## config.mk

```make
export PLATFORM = sky130hd
export DESIGN_NAME = uart_tx_queue
export DESIGN_NICKNAME = d
export VERILOG_FILES = /design/src/rtl/uart_tx_queue.sv
export SDC_FILE = /design/constraint.sdc
export NUM_CORES = 1
export LEC_CHECK = 0
export CAP_MARGIN = 0
export CORE_MARGIN = 3
export CORE_UTILIZATION = 54
export CTS_CLUSTER_DIAMETER = 120
export DETAILED_ROUTE_END_ITERATION = 10
export GPL_TIMING_DRIVEN = 0
export PLACE_DENSITY = 0.77
export SETUP_SLACK_MARGIN = 0.05
export SYNTH_ARGS = -nofsm -noshare
export SYNTH_HDL_FRONTEND = slang
export SYNTH_SLANG_ARGS = --single-unit
export TNS_END_PERCENT = 30
```

## constraint.sdc

```tcl
create_clock -name i_Clk -period 2.45 [get_ports i_Clk]
set_clock_uncertainty 0.05 [all_clocks]
set_input_delay 0.245 -clock i_Clk [delete_from_list [all_inputs] [get_ports i_Clk]]
set_output_delay 0.245 -clock i_Clk [all_outputs]
set_load 0.02 [all_outputs]
```

## src/rtl/uart_tx_queue.sv

```systemverilog
// Byte FIFO between uart_rx and uart_tx, launching bytes one at a time via start/busy.
// Define UART_TXQ_OVERWRITE_EN to make writes to a full queue replace the oldest byte.
module uart_tx_queue #(
  parameter int DEPTH     = 16,
  parameter int BUSY_WAIT = 4
) (
  input  logic                   i_Clk,
  input  logic                   i_reset,
  input  logic [7:0]             i_wr_data,
  input  logic                   i_wr_en,
  input  logic                   i_tx_busy,
  output logic [7:0]             o_tx_data,
  output logic                   o_tx_start,
  output logic [$clog2(DEPTH):0] o_count,
  output logic                   o_full,
  output logic                   o_empty,
  output logic                   o_overflow
);

  localparam int AW = $clog2(DEPTH);
  localparam int CW = AW + 1;
  localparam int TW = $clog2(BUSY_WAIT + 1);

`ifdef UART_TXQ_OVERWRITE_EN
  localparam bit OVERWRITE = 1'b1;
`else
  localparam bit OVERWRITE = 1'b0;
`endif

  typedef enum logic [1:0] {
    IDLE,
    LAUNCH,
    WAIT_BUSY,
    WAIT_DONE
  } state_e;

  logic [7:0]    mem_q [DEPTH];
  logic [AW-1:0] wr_ptr_q, wr_ptr_d;
  logic [AW-1:0] rd_ptr_q, rd_ptr_d;
  logic [CW-1:0] count_q, count_d;
  logic          full_q, empty_q, overflow_q;
  state_e        state_q;
  logic [TW-1:0] timer_q;
  logic [7:0]    tx_data_q;
  logic          tx_start_q;

  logic full_now;
  logic pop;
  logic push;
  logic overflow_hit;
  logic mem_we;

  assign full_now     = (count_q == CW'(DEPTH));
  assign pop          = (state_q == IDLE) && (count_q != '0);
  // A full queue still accepts a write when the launcher frees a slot this cycle.
  assign push         = i_wr_en && (!full_now || pop);
  assign overflow_hit = i_wr_en && full_now && !pop;

  always_comb begin
    mem_we   = push;
    wr_ptr_d = wr_ptr_q;
    rd_ptr_d = rd_ptr_q;
    if (push) wr_ptr_d = wr_ptr_q + AW'(1);
    if (pop)  rd_ptr_d = rd_ptr_q + AW'(1);
    if (OVERWRITE && overflow_hit) begin
      mem_we   = 1'b1;
      wr_ptr_d = wr_ptr_q + AW'(1);
      rd_ptr_d = rd_ptr_q + AW'(1);
    end
    case ({push, pop})
      2'b10:   count_d = count_q + CW'(1);
      2'b01:   count_d = count_q - CW'(1);
      default: count_d = count_q;
    endcase
  end

  always_ff @(posedge i_Clk) begin
    if (mem_we) mem_q[wr_ptr_q] <= i_wr_data;
  end

  always_ff @(posedge i_Clk) begin
    if (i_reset) begin
      wr_ptr_q   <= '0;
      rd_ptr_q   <= '0;
      count_q    <= '0;
      full_q     <= 1'b0;
      empty_q    <= 1'b1;
      overflow_q <= 1'b0;
    end else begin
      wr_ptr_q   <= wr_ptr_d;
      rd_ptr_q   <= rd_ptr_d;
      count_q    <= count_d;
      full_q     <= (count_d == CW'(DEPTH));
      empty_q    <= (count_d == '0);
      overflow_q <= overflow_q | overflow_hit;
    end
  end

  // Launcher; o_tx_data is loaded only when entering LAUNCH so it stays stable per frame.
  always_ff @(posedge i_Clk) begin
    if (i_reset) begin
      state_q    <= IDLE;
      timer_q    <= '0;
      tx_data_q  <= 8'h00;
      tx_start_q <= 1'b0;
    end else begin
      tx_start_q <= 1'b0;
      case (state_q)
        IDLE: begin
          if (pop) begin
            tx_data_q  <= mem_q[rd_ptr_q];
            tx_start_q <= 1'b1;
            state_q    <= LAUNCH;
          end
        end
        LAUNCH: begin
          timer_q <= '0;
          state_q <= WAIT_BUSY;
        end
        WAIT_BUSY: begin
          if (i_tx_busy) begin
            state_q <= WAIT_DONE;
          end else if (timer_q + TW'(1) == TW'(BUSY_WAIT)) begin
            state_q <= IDLE;
          end else begin
            timer_q <= timer_q + TW'(1);
          end
        end
        WAIT_DONE: begin
          if (!i_tx_busy) state_q <= IDLE;
        end
        default: state_q <= IDLE;
      endcase
    end
  end

  assign o_tx_data  = tx_data_q;
  assign o_tx_start = tx_start_q;
  assign o_count    = count_q;
  assign o_full     = full_q;
  assign o_empty    = empty_q;
  assign o_overflow = overflow_q;

endmodule
```

==> flow_summary.json <==
{
  "status": "complete, but fails checks",
  "violations": "negative setup slack",
  "placed_cell_area_um2": 6840,
  "synth_seq_cells": 158,
  "rows": 39,
  "leakagePower_nw": 2.54,
  "worstPathRequired_ps": 2750,
  "hold_viol_final": 0,
  "worstHoldPathType": "in2reg",
  "synth_area_um2": 6370,
  "fin_area_um2": 7660,
  "critPathCaptureType": "flip-flop",
  "post-route-min-period_ps": 2450,
  "final_net_count": 466,
  "synth.area.top_cells": "edfxtp_1 60%, mux4_2 11%, dfxtp_1 9.4%",
  "cts_buffers": 17,
  "grt-ovfl-total": 0,
  "rsz0062_at_grt": "yes",
  "cts_htree_levels": 4,
  "netlist.top_cell.by_area": "edfxtp_1",
  "yosysMostFrequentCell": "edfxtp_1",
  "ant_nets": 0,
  "antenna_cells": 0,
  "drv_cap": 0,
  "wire_per_inst_um": 23.1,
  "grt_usage_pct": 22.1,
  "die_h_um": 115,
  "cts_tree": "yes",
  "grt_max_degree": 17,
  "critPathArrivalTime_ps": 2760,
  "synthToLayoutAreaGrowth_pct": 20.4,
  "clk_latency_ps": 420,
  "core_area_um2": 11500,
  "peakVddDrop_mv": 0.970,
  "synth_ff_type": "edfxtp_1",
  "ios": 29,
  "vias": 3737,
  "drv_slew": 0,
  "crit_fanout": 5,
  "synthCells": 389,
  "ys_seq_area_share_pct": 69.8,
  "io_buffers": 28,
  "cts-root-buf": "clkbuf_16",
  "synth-edff-count": 128,
  "ys_types": 47,
  "power_density_nw_per_um2": 1120,
  "firstDrtPassIters": 5,
  "initial_core_util_pct": 55.5,
  "gp_congestion": 0.807,
  "max_slew_margin_pct": 39.0,
  "synth_nets": 410,
  "clkTransAtPathRegs_ps": 60,
  "synth_top_area_share_pct": 60.4,
  "cts_hold_buf": 0,
  "layout.cells.non_filler": 600,
  "utilization_pct": 66.8,
  "grt_pass1_vias": 3731,
  "synth_area_per_cell_um2": 16.4,
  "yosys_warnings": 0,
  "layout_setup_ws_ps": -4.74,
  "antenna_found_initial": 0,
  "drt_wl_total_um": 13800,
  "fmax_mhz": 407,
  "dp.cells": 561,
  "dpl.hpwl_um": 8410,
  "vias_per_cell": 6.23,
  "drc": 0,
  "period_share_pct": 100,
  "start_kind": "flip-flop",
  "synth_commonest_cells": "128 x edfxtp_1, 43 x nor2_1, 32 x mux4_2",
  "fin_tns_setup_ps": -4.74,
  "path_class": "reg2reg",
  "setup_violations": 1,
  "numClockSinks": 158,
  "grt_pass1_wl_um": 21000,
  "drt_iter0_drc": 374,
  "die_area_um2": 13100,
  "synthArstFlopShare_pct": 0,
  "worst_pin_slew_ps": 912,
  "drive_above_1_share_pct": 26.0,
  "die_w_um": 115,
  "clk_path_buf_depth": 2
}
==> flip-flops by register name, summed over array words and instances (netlist names), 2 cells and up <==
| name | cells |
|---|---|
| state_q | 2 |
| mem_q | 128 |
| rd_ptr_q | 4 |
| timer_q | 3 |
| o_count | 5 |
| o_tx_data | 8 |
| wr_ptr_q | 4 |
==> layer usage <==
layer / up-vias / global-route usage [%] / part of all wire, %
li1: 1618 / - / -
met1: 1916 / 28.5 / 40
met2: 178 / 37.0 / 52
met3: 25 / 5.02 / 6.5
met4: 0 / 8.08 / 1.7
met5: - / 0 / 0
==> per-stage QoR <==
stage / total power, mW / setup WS [ps] / hold slack (ps)
final: 8.57 / -4.74 / 382
after global routing: 8.88 / -96.9 / 390
after CTS: 8.37 / -287 / 377
after detailed placement: 5.56 / -692 / 409
after global placement: 5.48 / -652 / 406
after floorplan: 4.85 / 64.8 / 284
==> kinds of logic (layout without fill, tap and decap cells) <==
logic type / after synthesis / after routing / share of synthesized area (%)
AO/OA/AOI/OAI: 60 / 60 / 6.13
XOR/XNOR: 11 / 11 / 1.51
adder cells (fa/ha/maj): 9 / 9 / 1.77
buffers and inverters: 28 / 96 / 2.08
flip-flops: 158 / 158 / 69.8
multiplexers: 37 / 37 / 12.1
AND/OR/NAND/NOR: 86 / 86 / 6.54
==> cell usage in the layout (no fill, tap or decap), types with 3 or more instances in the layout <==
cell             netlist  final
a21oi_1               27     24
clkdlybuf4s50_1        0     28
nor2_2                 0      7
mux2i_1                3      3
clkbuf_1              10      6
bufinv_16              0      4
edfxtp_1             128    128
clkbuf_4               0      3
buf_1                  3      3
buf_4                  1      9
mux4_2                32     32
inv_1                  5      5
clkinvlp_4             0      3
a22oi_1               17     17
ha_1                   9      8
buf_2                  7      5
a21oi_2                1      3
dfxtp_1               30     26
buf_6                  2      5
nand2_1               15     14
xor2_1                 7      7
nand2b_1               5      5
nor2_1                43     36
xnor2_1                4      4
clkbuf_16              0     17
==> layout make-up <==
type	count	area, um^2
clock inverter	13	189
timing repair buffer	38	357
fill	739	3800
multi-input combinational	203	1900
clock buffer	18	429
inverter	5	18.8
buffer	22	135
tap	143	179
sequential	158	4450
==> path summary, 6_finish.rpt <==
check / startpoint / to / slack (ps) / cells past startpoint
max: state_q[0]$_SDFFE_PP0P_ / o_full$_SDFF_PP0_ / -5 / 9
min: i_tx_busy / state_q[0]$_SDFFE_PP0P_ / 380 / 3
max reg2reg: state_q[0]$_SDFFE_PP0P_ / o_full$_SDFF_PP0_ / -5 / 9
min reg2reg: o_overflow$_SDFF_PP0_ / o_overflow$_SDFF_PP0_ / 450 / 2
==> worst max-delay path, stage by stage (launching register included) <==
cell	delay, ps
dfxtp_4	350
or3_4	410
a21oi_4	200
xor2_1	170
ha_2	250
and3_4	200
o221ai_1	140
a21o_1	240
a21oi_2	200
a21boi_1	190
==> where the power goes <==
part / leakage [nW] / internal (mW) / switching, mW
combinational: 0.842 / 1.15 / 1.40
sequential: 1.40 / 3.11 / 0.146
clock: 0.292 / 1.71 / 1.07
==> what timing repair did <==
item	CTS	global route
gates resized for setup	9	36
setup buffers	1	8
pin swaps	1	9
setup endpoints to repair	35	137
No activity file was read; power rests on OpenSTA's default activity.
